<file path="src/rtl/mem_req_queue_if.sv">
// Bundle of request, memory-port and response signals for mem_req_queue.
// The queue takes the slave view; the requester/memory side takes the master view.
interface mem_req_queue_if #(
  parameter int ADDR_W = 8,
  parameter int DATA_W = 8,
  parameter int DEPTH  = 4
) ();
  localparam int LVL_W = $clog2(DEPTH + 1);

  logic              req_valid;
  logic              req_ready;
  logic              req_we;
  logic [ADDR_W-1:0] req_addr;
  logic [DATA_W-1:0] req_wdata;

  logic [ADDR_W-1:0] mem_address;
  logic [DATA_W-1:0] mem_data_in;
  logic              mem_read_en;
  logic              mem_write_en;
  logic [DATA_W-1:0] mem_data_out;

  logic              rsp_valid;
  logic [ADDR_W-1:0] rsp_addr;
  logic [DATA_W-1:0] rsp_data;

  logic [LVL_W-1:0]  level;
  logic              busy;

  modport slave (
    input  req_valid, req_we, req_addr, req_wdata, mem_data_out,
    output req_ready, mem_address, mem_data_in, mem_read_en, mem_write_en,
    output rsp_valid, rsp_addr, rsp_data, level, busy
  );

  modport master (
    output req_valid, req_we, req_addr, req_wdata, mem_data_out,
    input  req_ready, mem_address, mem_data_in, mem_read_en, mem_write_en,
    input  rsp_valid, rsp_addr, rsp_data, level, busy
  );
endinterface

</file>
<file path="src/rtl/mem_req_queue.sv">
// Request FIFO in front of the byte-wide memory wrapper: issues one request per
// cycle on the shared address port and returns tagged read data after RD_LAT.
module mem_req_queue #(
  parameter int ADDR_W = 8,
  parameter int DATA_W = 8,
  parameter int DEPTH  = 4,
  parameter int RD_LAT = 1
) (
  input logic            clk,
  input logic            rst_n,
  mem_req_queue_if.slave bus
);
  localparam int PTR_W = $clog2(DEPTH);
  localparam int LVL_W = $clog2(DEPTH + 1);
  localparam logic [LVL_W-1:0] LVL_FULL = LVL_W'(DEPTH);

  // Issue-stall hook; tied off, kept as a named net so a stall source can be added later.
  logic issue_hold;
  assign issue_hold = 1'b0;

  logic              fifo_we_q    [DEPTH];
  logic [ADDR_W-1:0] fifo_addr_q  [DEPTH];
  logic [DATA_W-1:0] fifo_wdata_q [DEPTH];

  logic [PTR_W-1:0] wr_ptr_q, wr_ptr_d;
  logic [PTR_W-1:0] rd_ptr_q, rd_ptr_d;
  logic [LVL_W-1:0] level_q, level_d;
  logic             push, pop;

  logic [ADDR_W-1:0] mem_addr_q, mem_addr_d;
  logic [DATA_W-1:0] mem_wdata_q, mem_wdata_d;
  logic              mem_rd_q, mem_rd_d;
  logic              mem_wr_q, mem_wr_d;

  logic [RD_LAT:0]   pipe_v_q, pipe_v_d;
  logic [ADDR_W-1:0] pipe_a_q [RD_LAT+1];
  logic [ADDR_W-1:0] pipe_a_d [RD_LAT+1];

  logic              rsp_valid_q, rsp_valid_d;
  logic [ADDR_W-1:0] rsp_addr_q, rsp_addr_d;
  logic [DATA_W-1:0] rsp_data_q, rsp_data_d;

  // Ready looks only at the registered level: no same-cycle bypass when full.
  assign bus.req_ready = (level_q < LVL_FULL);
  assign push          = bus.req_valid && bus.req_ready;
  assign pop           = (level_q != '0) && !issue_hold;

  always_comb begin
    wr_ptr_d = wr_ptr_q;
    rd_ptr_d = rd_ptr_q;
    level_d  = level_q;
    if (push) wr_ptr_d = wr_ptr_q + PTR_W'(1);
    if (pop)  rd_ptr_d = rd_ptr_q + PTR_W'(1);
    case ({push, pop})
      2'b10:   level_d = level_q + LVL_W'(1);
      2'b01:   level_d = level_q - LVL_W'(1);
      default: level_d = level_q;
    endcase
  end

  always_ff @(posedge clk) begin
    if (push) begin
      fifo_we_q[wr_ptr_q]    <= bus.req_we;
      fifo_addr_q[wr_ptr_q]  <= bus.req_addr;
      fifo_wdata_q[wr_ptr_q] <= bus.req_wdata;
    end
  end

  always_comb begin
    mem_addr_d  = mem_addr_q;
    mem_wdata_d = mem_wdata_q;
    mem_rd_d    = 1'b0;
    mem_wr_d    = 1'b0;
    if (pop) begin
      mem_addr_d  = fifo_addr_q[rd_ptr_q];
      mem_wdata_d = fifo_wdata_q[rd_ptr_q];
      mem_rd_d    = !fifo_we_q[rd_ptr_q];
      mem_wr_d    = fifo_we_q[rd_ptr_q];
    end
  end

  // Stage 0 loads with the strobe itself, so the tail lines up with data_out.
  always_comb begin
    pipe_v_d    = pipe_v_q;
    pipe_a_d    = pipe_a_q;
    pipe_v_d[0] = mem_rd_d;
    pipe_a_d[0] = mem_addr_d;
    for (int i = 1; i <= RD_LAT; i++) begin
      pipe_v_d[i] = pipe_v_q[i-1];
      pipe_a_d[i] = pipe_a_q[i-1];
    end
  end

  always_comb begin
    rsp_valid_d = pipe_v_q[RD_LAT];
    rsp_addr_d  = rsp_addr_q;
    rsp_data_d  = rsp_data_q;
    if (pipe_v_q[RD_LAT]) begin
      rsp_addr_d = pipe_a_q[RD_LAT];
      rsp_data_d = bus.mem_data_out;
    end
  end

  always_ff @(posedge clk or negedge rst_n) begin
    if (!rst_n) begin
      wr_ptr_q    <= '0;
      rd_ptr_q    <= '0;
      level_q     <= '0;
      mem_addr_q  <= '0;
      mem_wdata_q <= '0;
      mem_rd_q    <= 1'b0;
      mem_wr_q    <= 1'b0;
      pipe_v_q    <= '0;
      for (int i = 0; i <= RD_LAT; i++) pipe_a_q[i] <= '0;
      rsp_valid_q <= 1'b0;
      rsp_addr_q  <= '0;
      rsp_data_q  <= '0;
    end else begin
      wr_ptr_q    <= wr_ptr_d;
      rd_ptr_q    <= rd_ptr_d;
      level_q     <= level_d;
      mem_addr_q  <= mem_addr_d;
      mem_wdata_q <= mem_wdata_d;
      mem_rd_q    <= mem_rd_d;
      mem_wr_q    <= mem_wr_d;
      pipe_v_q    <= pipe_v_d;
      pipe_a_q    <= pipe_a_d;
      rsp_valid_q <= rsp_valid_d;
      rsp_addr_q  <= rsp_addr_d;
      rsp_data_q  <= rsp_data_d;
    end
  end

  assign bus.mem_address  = mem_addr_q;
  assign bus.mem_data_in  = mem_wdata_q;
  assign bus.mem_read_en  = mem_rd_q;
  assign bus.mem_write_en = mem_wr_q;
  assign bus.rsp_valid    = rsp_valid_q;
  assign bus.rsp_addr     = rsp_addr_q;
  assign bus.rsp_data     = rsp_data_q;
  assign bus.level        = level_q;
  assign bus.busy         = (level_q != '0) | (|pipe_v_q) | mem_rd_q;

endmodule
</file>
<file path="src/flat_wrapper.sv">
// flat-port wrapper written by rule: the top's interface ports become plain ports
module mem_req_queue_flat 
#(
  parameter int ADDR_W = 8,
  parameter int DATA_W = 8,
  parameter int DEPTH  = 4,
  parameter int RD_LAT = 1
)
  (clk, rst_n, bus_req_valid, bus_req_we, bus_req_addr, bus_req_wdata, bus_mem_data_out, bus_req_ready, bus_mem_address, bus_mem_data_in, bus_mem_read_en, bus_mem_write_en, bus_rsp_valid, bus_rsp_addr, bus_rsp_data, bus_level, bus_busy);
  mem_req_queue_if #(.ADDR_W(ADDR_W), .DATA_W(DATA_W), .DEPTH(DEPTH)) bus_i ();
  input logic clk;
  input logic rst_n;
  input wire logic [$bits(bus_i.req_valid)-1:0] bus_req_valid;
  input wire logic [$bits(bus_i.req_we)-1:0] bus_req_we;
  input wire logic [$bits(bus_i.req_addr)-1:0] bus_req_addr;
  input wire logic [$bits(bus_i.req_wdata)-1:0] bus_req_wdata;
  input wire logic [$bits(bus_i.mem_data_out)-1:0] bus_mem_data_out;
  output wire logic [$bits(bus_i.req_ready)-1:0] bus_req_ready;
  output wire logic [$bits(bus_i.mem_address)-1:0] bus_mem_address;
  output wire logic [$bits(bus_i.mem_data_in)-1:0] bus_mem_data_in;
  output wire logic [$bits(bus_i.mem_read_en)-1:0] bus_mem_read_en;
  output wire logic [$bits(bus_i.mem_write_en)-1:0] bus_mem_write_en;
  output wire logic [$bits(bus_i.rsp_valid)-1:0] bus_rsp_valid;
  output wire logic [$bits(bus_i.rsp_addr)-1:0] bus_rsp_addr;
  output wire logic [$bits(bus_i.rsp_data)-1:0] bus_rsp_data;
  output wire logic [$bits(bus_i.level)-1:0] bus_level;
  output wire logic [$bits(bus_i.busy)-1:0] bus_busy;
  assign bus_i.req_valid = bus_req_valid;
  assign bus_i.req_we = bus_req_we;
  assign bus_i.req_addr = bus_req_addr;
  assign bus_i.req_wdata = bus_req_wdata;
  assign bus_i.mem_data_out = bus_mem_data_out;
  assign bus_req_ready = bus_i.req_ready;
  assign bus_mem_address = bus_i.mem_address;
  assign bus_mem_data_in = bus_i.mem_data_in;
  assign bus_mem_read_en = bus_i.mem_read_en;
  assign bus_mem_write_en = bus_i.mem_write_en;
  assign bus_rsp_valid = bus_i.rsp_valid;
  assign bus_rsp_addr = bus_i.rsp_addr;
  assign bus_rsp_data = bus_i.rsp_data;
  assign bus_level = bus_i.level;
  assign bus_busy = bus_i.busy;
  mem_req_queue #(.ADDR_W(ADDR_W), .DATA_W(DATA_W), .DEPTH(DEPTH), .RD_LAT(RD_LAT)) u_core (.clk(clk), .rst_n(rst_n), .bus(bus_i));
endmodule
</file>
<file path="config.mk">
export PLATFORM = sky130hd
export DESIGN_NAME = mem_req_queue_flat
export DESIGN_NICKNAME = d
export VERILOG_FILES = /design/src/rtl/mem_req_queue_if.sv /design/src/rtl/mem_req_queue.sv /design/src/flat_wrapper.sv
export SDC_FILE = /design/constraint.sdc
export NUM_CORES = 1
export LEC_CHECK = 0
export ABC_AREA = 1
export BUFFER_PORTS_ARGS = -buffer_cell sky130_fd_sc_hd__buf_2
export CORE_MARGIN = 2
export CORE_UTILIZATION = 51
export DETAILED_ROUTE_END_ITERATION = 6
export PLACE_DENSITY = 0.77
export RECOVER_POWER = 100
export SETUP_SLACK_MARGIN = 0.2
export SLEW_MARGIN = 5
export SYNTH_ARGS = -nofsm -noshare
export SYNTH_HDL_FRONTEND = slang
export SYNTH_SLANG_ARGS = --single-unit
export TNS_END_PERCENT = 20
</file>
<file path="constraint.sdc">
create_clock -name clk -period 1.7 [get_ports clk]
set_input_delay 0.34 -clock clk [delete_from_list [all_inputs] [get_ports clk]]
set_output_delay 0.34 -clock clk [all_outputs]
set_load 0.03 [all_outputs]
</file>
==> out/qor.yml <==
floorplan:
  ios: 68
  initial_core_util: 0.527
  die_area_mm2: 0.0104
  core-area_mm2: 0.00928
  die_w_um: 102
  die_h_um: 102
  fp-row-count: 35
worst_setup_path:
  cp_cell_sequence: "inv_4, nand3_4, inv_4, nand2_2, buf_6"
  critPathMaxStageDelay_ns: 0.43
  critical_path.top_delay_family: "flip-flops"
  worstPathArrival_ns: 1.34
  cp-end-kind: "output pin"
  cp.required_ns: 1.36
  path_class: "reg -> out"
  crit_path_start_kind: "flop"
  critPathMaxFanout: 2
  slowest_stage: "dfrtp_2"
  cp_num_buf_inv: 3
  path_common_cell: "inv_4"
yosys:
  netlist_area_mm2: 0.00490
  synth_top_area_share: 0.417
  netlist_top_cells_area: "edfxtp_1 42%, dfrtp_1 26%, nand2_1 11%, inv_1 5.8%, mux2_2 3.7%"
  yosys.cell_types.count: 20
  synth_top_area_cell: "edfxtp_1"
  yosysSeqAreaShare: 0.678
  synth_nets: 467
  avgSynthCellArea_um2: 11.3
  synth_cells: 433
  ys_seq_elements: 119
  ys_warn_count: 0
detailed_routing:
  drt_first_iter_violations: 199
  ant_nets: 0
  drt-total-wl_um: 9660
  via_per_inst: 4.77
  detail_route.drc_violations: 0
  wl_met1_um: 3880
  vias: 3136
  first_pass_iters: 4
  routed-wl-met3_um: 566
  top_layer: "met4"
  wl_per_cell_um: 14.7
  routed-wl-met2_um: 5060
timing:
  final-hold-violation-count: 0
  worst_slew_pin_slew_ns: 0.586
  fin_tns_setup_ns: 0
  finalCritPeriodShare: 0.990
  final_max_slew_viol_count: 0
  max_freq_ghz: 0.594
  max-slew-margin-rel: 0.609
  hold_ws_ns: 0.0584
  fin_skew_ns: 0.00822
  finalSetupViolCount: 0
  grt_setup_unrepaired: "true"
  finalCriticalPeriod_ns: 1.68
cells_and_area:
  final_core_util: 0.651
  final_common_cell: "nand2_1"
  layout_common_cells: "137 x nand2_1, 72 x inv_1, 68 x edfxtp_1"
  drive_above_1_share: 0.255
  num_antenna_cells: 0
  fill_cells: 676
  stdcell_count: 658
  fin_nets: 551
  syn2layout_area_growth_pct: 23.4
power_and_ir_drop:
  peakVddDrop_uv: 750
  p_leak_nw: 2.83
  cellPowerDensity_mw_per_mm2: 2090
  finalPower_mw: 12.6
clock_network:
  clock_path_buffers: 2
  numCtsBuffers: 17
  clock_latency_ns: 0.51
  clkTransAtPathRegs_ns: 0.06
  htreeDepth: 4
  clkSinkCount: 119
  clock-root-buffer: "clkbuf_8"
  cts_tree: "built"
run:
  drv_cap: 0
placement:
  post-place-cells: 618
  place_congestion: 0.753
  numPortBuffers: 67
  dp_hpwl_um: 5700
grt:
  grt_max_degree: 37
  antenna_found_initial: 0
  grt_pass1_vias: 3111
  track_usage: 0.196
  grt_remaining_overflow: 0
  grt_pass1_wl_um: 14800
hold_path:
  min_path_type: "in -> reg"
run_status:
  status: "finished clean"
[worst reg2reg max path, delay by kind of cell, from the launching register on]
| family | cells | cell delay (ns) |
|---|---|---|
| flip-flops | 1 | 0.40 |
| adder cells (fa/ha/maj) | 2 | 0.48 |
| buffers and inverters | 4 | 0.28 |
| XOR/XNOR | 1 | 0.22 |
| AND/OR/NAND/NOR | 3 | 0.19 |
[sequential cells by signal, indices dropped and copies added (netlist names)]
register,flops
u_core.pipe_v_q,2
u_core.bus.mem_write_en,1
u_core.wr_ptr_q,2
u_core.fifo_wdata_q,32
u_core.bus.mem_address,8
u_core.bus.level,3
u_core.pipe_a_q,8
u_core.bus.rsp_valid,1
u_core.bus.mem_data_in,8
u_core.fifo_addr_q,32
u_core.rd_ptr_q,2
u_core.bus.rsp_data,8
u_core.bus.rsp_addr,8
u_core.fifo_we_q,4
[layer usage]
layer / GRT usage / vias up
met3: 0.0663 / 16
met5: 0 / -
li1: - / 1516
met2: 0.334 / 114
met4: 0.102 / 0
met1: 0.220 / 1490
[Yosys cell counts (all sizes together)]
master / count
a21oi: 2
buf: 23
dfrtp: 51
edfxtp: 68
fa: 1
ha: 5
inv: 79
mux2: 16
nand2: 139
nand3: 36
nor2: 7
o21ai: 1
xnor2: 1
xor2: 4
[metrics by stage]
stage               instance area (um2)  setup WS, ns
finish                             6040        0.0169
detailed placement                 5380         0.180
global route                       6040       -0.0722
global placement                   5380         0.259
floorplan                          4940       -0.0866
CTS                                6030       0.00770
[power by group]
part / leakage, nW / switching, mW / internal, mW
Combinational: 1.34 / 3.14 / 1.63
Sequential: 1.22 / 0.431 / 3.97
Clock: 0.270 / 1.23 / 2.20
Total: 2.83 / 4.79 / 7.81
[worst paths after layout]
check | from | slack (ns) | cells after the start | endpoint
max in group asynchronous | rst_n | 0.36 | 3 | u_core.pipe_v_q[1]
min | bus_mem_data_out[5] | 0.06 | 2 | u_core.bus.rsp_data[5]
min reg2reg | u_core.bus.mem_address[5] | 0.40 | 0 | u_core.pipe_a_q[5]
max | u_core.bus.level[2] | 0.02 | 5 | bus_busy
min in group asynchronous | rst_n | 0.37 | 2 | u_core.bus.mem_address[4]
max reg2reg | u_core.bus.level[2] | 0.03 | 10 | u_core.bus.level[2]
[cell families after synthesis]
kind of cell	after synthesis	share of synthesized area
AOI/OAI and AO/OA	3	0.00383
xor gates and xnor gates	5	0.00894
adders and majority gates	6	0.0169
buffers and inverters	102	0.104
DFF	119	0.678
muxes	16	0.0368
and+or+nand+nor	182	0.152
[area by class of cell]
cell class | count | area (um2) | share of cell area
clock buffers | 17 | 414 | 0.0686
repair buffers | 88 | 547 | 0.0905
multi-input cells | 212 | 1120 | 0.186
inverters | 79 | 314 | 0.0520
flip-flops and latches | 119 | 3320 | 0.550
clock inverters | 14 | 160 | 0.0265
well taps | 129 | 161 | 0.0267
[repair_timing]
item,in CTS,in global routing
setup buffers,5,3
setup endpoints to repair,5,43
endpoints found under the hold margin,21,0
pin swaps,1,2
hold buffers,1,0
resized for setup,8,17
Note: power is estimated with default switching activity, not from simulation.
